`src/rtl/stopwatch_avm_read_timer.sv`:
```
// Stall counter for one Avalon read: counts consecutive waitrequest cycles
// and flags the cycle in which the stall budget runs out.
module stopwatch_avm_read_timer #(
  parameter int unsigned LIMIT = 255
) (
  input  logic clock,
  input  logic reset_n,
  input  logic clear,
  input  logic count_en,
  output logic tc
);

  localparam logic [15:0] LAST = 16'(LIMIT - 1);

  logic [15:0] count;

  // Count stall cycles; saturate instead of wrapping.
  always_ff @(posedge clock or negedge reset_n) begin
    if (!reset_n) begin
      count <= '0;
    end else if (clear) begin
      count <= '0;
    end else if (count_en && (count != 16'hFFFF)) begin
      count <= count + 16'd1;
    end
  end

  // Terminal count: this stall cycle is the LIMIT-th in a row.
  assign tc = count_en && (count == LAST);

endmodule

```
`config.mk`:
```
export PLATFORM = sky130hd
export DESIGN_NAME = stopwatch_avm_read_timer
export DESIGN_NICKNAME = d
export VERILOG_FILES = /design/src/rtl/stopwatch_avm_read_timer.sv
export SDC_FILE = /design/constraint.sdc
export NUM_CORES = 1
export LEC_CHECK = 0
export ABC_AREA = 1
export CORE_MARGIN = 2
export CORE_UTILIZATION = 50
export CTS_BUF_LIST = sky130_fd_sc_hd__clkbuf_4
export CTS_CLUSTER_SIZE = 28
export DETAILED_ROUTE_END_ITERATION = 16
export PLACE_DENSITY = 0.8
export SLEW_MARGIN = 10
export SYNTH_ARGS = -nofsm -noshare
export SYNTH_HDL_FRONTEND = slang
export SYNTH_SLANG_ARGS = --single-unit
```
`constraint.sdc`:
```
create_clock -name clock -period 1.4 [get_ports clock]
set_input_delay 0.14 -clock clock [delete_from_list [all_inputs] [get_ports clock]]
set_output_delay 0.14 -clock clock [all_outputs]
set_load 0.005 [all_outputs]
```
==> results.yml <==
place:
  place_area_sq_um: 1370
  place_ws_ns: -0.325
  dp.final_hpwl_microns: 2030
  place_congestion: 0.844
  port_buffers: 4
  place_inst: 216
cells_and_area:
  final_cell_area_sq_um: 1550
  nets: 206
  nFillCells: 110
  layout-drive-gt1-share_pct: 37.9
  antenna_cells: 0
  top_register: "count"
  largestRegisters: "count (16)"
  final_cell_mix: "nand2_1 (43), buf_4 (35), nor2_1 (18), dfrtp_1 (16), nand2_2 (13)"
  layout_commonest_cell: "nand2_1"
  largest_reg_flops: 16
  post-route-util_pct: 78.1
  areaGrowthSynthToFinish_pct: 45.5
  finalNonFillerCells: 225
cts:
  cts_buffer_depth: 2
  clkSinkCount: 16
  htree_levels: 1
  cts_tree: "done"
  worstSkewPairLatency_ns: 0.29
  root_buffer: "clkbuf_4"
  numCtsBuffers: 3
  path_clk_slew_ns: 0.10
power:
  peakVddDrop_uv: 520
  finalPower_mw: 0.848
  swShare_pct: 27.6
  power_density_nw_per_um2: 548
  power.share.sequential_pct: 55.8
  internal_power_mw: 0.615
  p_comb_share_pct: 15.1
  clkPwrFrac_pct: 29.1
  p_leak_nw: 0.759
  p_switching_mw: 0.234
timing:
  setup_viol: 17
  worst_slack_ns: -0.292
  hold_ws_ns: 0.175
  maxSlewHeadroom_pct: 79.7
  finalCritPeriodShare_pct: 121
  final-hold-violation-count: 0
  period_needed_ns: 1.69
  final_max_slew_viol_count: 0
  tightest_slew_ns: 0.304
  tns_ns: -3.30
  fin_skew_ns: 0.0103
  fmax_mhz: 591
  rsz0062_at_grt: "true"
worst_setup_path:
  worstSetupStartpointType: "register"
  worstSetupPathType: "register to output port"
  crit_path_max_fanout: 2
  arrival_ns: 1.55
  endpoint_kind: "output port"
  crit_required_ns: 1.26
synth:
  syn_inst: 155
  yosys_warnings: 0
  synth_area_sq_um: 1060
  syn_avg_cell_area_sq_um: 6.86
  ys_ff_latch: 16
  synth_nets: 161
  synth_cell_types: 21
  seq_area_frac_synth_pct: 37.6
grt:
  grt_pass1_vias: 1275
  met2_usage_pct: 53.7
  busiest_layer: "met2"
  grtUsageMet1_pct: 36.9
  grt_pass1_wl_microns: 5740
  track_usage_pct: 30.3
  grt_util_met3_pct: 3.33
  overflow: 0
  grt_max_degree: 17
  antenna_found_initial: 0
detailed_routing:
  drtIter0Drc: 126
  routed_wl_microns: 4200
  avgViaCountPerCell: 6.20
  via_count: 1395
  drc: 0
  drt-pass1-iter-count: 7
  wire_per_inst_microns: 18.7
  ant_nets: 0
floorplanning:
  die_w_microns: 50.1
  dieArea_sq_um: 2510
  die_y_microns: 50.1
  initial_core_util_pct: 53.7
  core_sq_um: 1980
  io_pins: 5
  rows: 16
hold_path:
  hp-class: "input port to async pin"
run:
  maxCapViolCount: 0
outcome:
  failed_checks: "negative setup slack"
  run_status: "complete, but fails checks"
==> cell families after synthesis <==
kind of cell	synth area share (%)
buffers and inverters	6.59
xor gates and xnor gates	4.12
AOI/OAI and AO/OA	4.59
adders and majority gates	2.35
and+or+nand+nor	44.7
DFF	37.6
==> final timing paths <==
| kind | cells past startpoint | slack (ns) | to | startpoint |
|---|---|---|---|---|
| setup reg to reg | 9 | -0.26 | count[1] | count[9] |
| setup / recovery | 6 | -0.29 | tc | count[0] |
| min in group clock | 3 | 0.60 | count[4] | count[4] |
| hold reg to reg | 3 | 0.60 | count[4] | count[4] |
| max in group asynchronous | 2 | 1.03 | count[6] | reset_n |
| hold / removal | 2 | 0.18 | count[14] | reset_n |
==> cell usage after synthesis <==
master	count	area share (%)
buf_2	1	0.47
nor2_1	21	7.4
a21oi_1	3	1.4
or2_2	1	0.59
nor2_2	2	1.2
o21bai_1	1	0.71
o21ai_0	2	0.94
buf_6	1	1.1
ha_1	2	2.4
nand4_1	11	6.5
nand2_1	56	20
o21ai_4	1	1.5
clkinv_2	1	0.47
nor4_1	1	0.59
nor2_4	1	1.1
dfrtp_1	16	38
nand3_1	15	7.1
xor2_1	5	4.1
nand2_2	1	0.59
inv_1	12	4.2
buf_1	1	0.35
==> timing repair <==
item                       in CTS  in global routing
setup buffers                   3                  1
setup endpoints to repair      17                 17
cloned                          1                  1
gates resized for setup        14                 23
pin swaps                       4                 12
hold buffers                    0                  0
==> worst max-delay path: stages (launching register included) <==
cell,delay [ns]
dfrtp_1,0.42
buf_4,0.16
inv_2,0.05
ha_2,0.19
nand4_1,0.14
nor2_1,0.17
buf_2,0.14
==> metal layers <==
metal	vias up	wire length [microns]
met4	0	350
met5	-	0
met3	54	546
met1	602	1460
li1	587	-
met2	152	1850
==> power by group through the flow <==
stage	combinational (mW)	clock, mW	sequential [mW]
after detailed placement	0.0940	0	0.480
after floorplan	0.0381	0	0.482
after CTS	0.104	0.242	0.471
final	0.128	0.247	0.473
after global routing	0.133	0.264	0.474
after global placement	0.0920	0	0.480
==> layout make-up <==
| class | instances | area, sq um | share of cell area [%] |
|---|---|---|---|
| Clock buffer | 3 | 22.5 | 1.46 |
| Inverter | 13 | 53.8 | 3.48 |
| Multi-Input combinational cell | 124 | 711 | 45.9 |
| Sequential cell | 16 | 400 | 25.9 |
| Tap cell | 27 | 33.8 | 2.18 |
| Timing Repair Buffer | 41 | 320 | 20.7 |
| Timing Repair inverter | 1 | 6.26 | 0.404 |
Power figures use the tool's default switching activity.
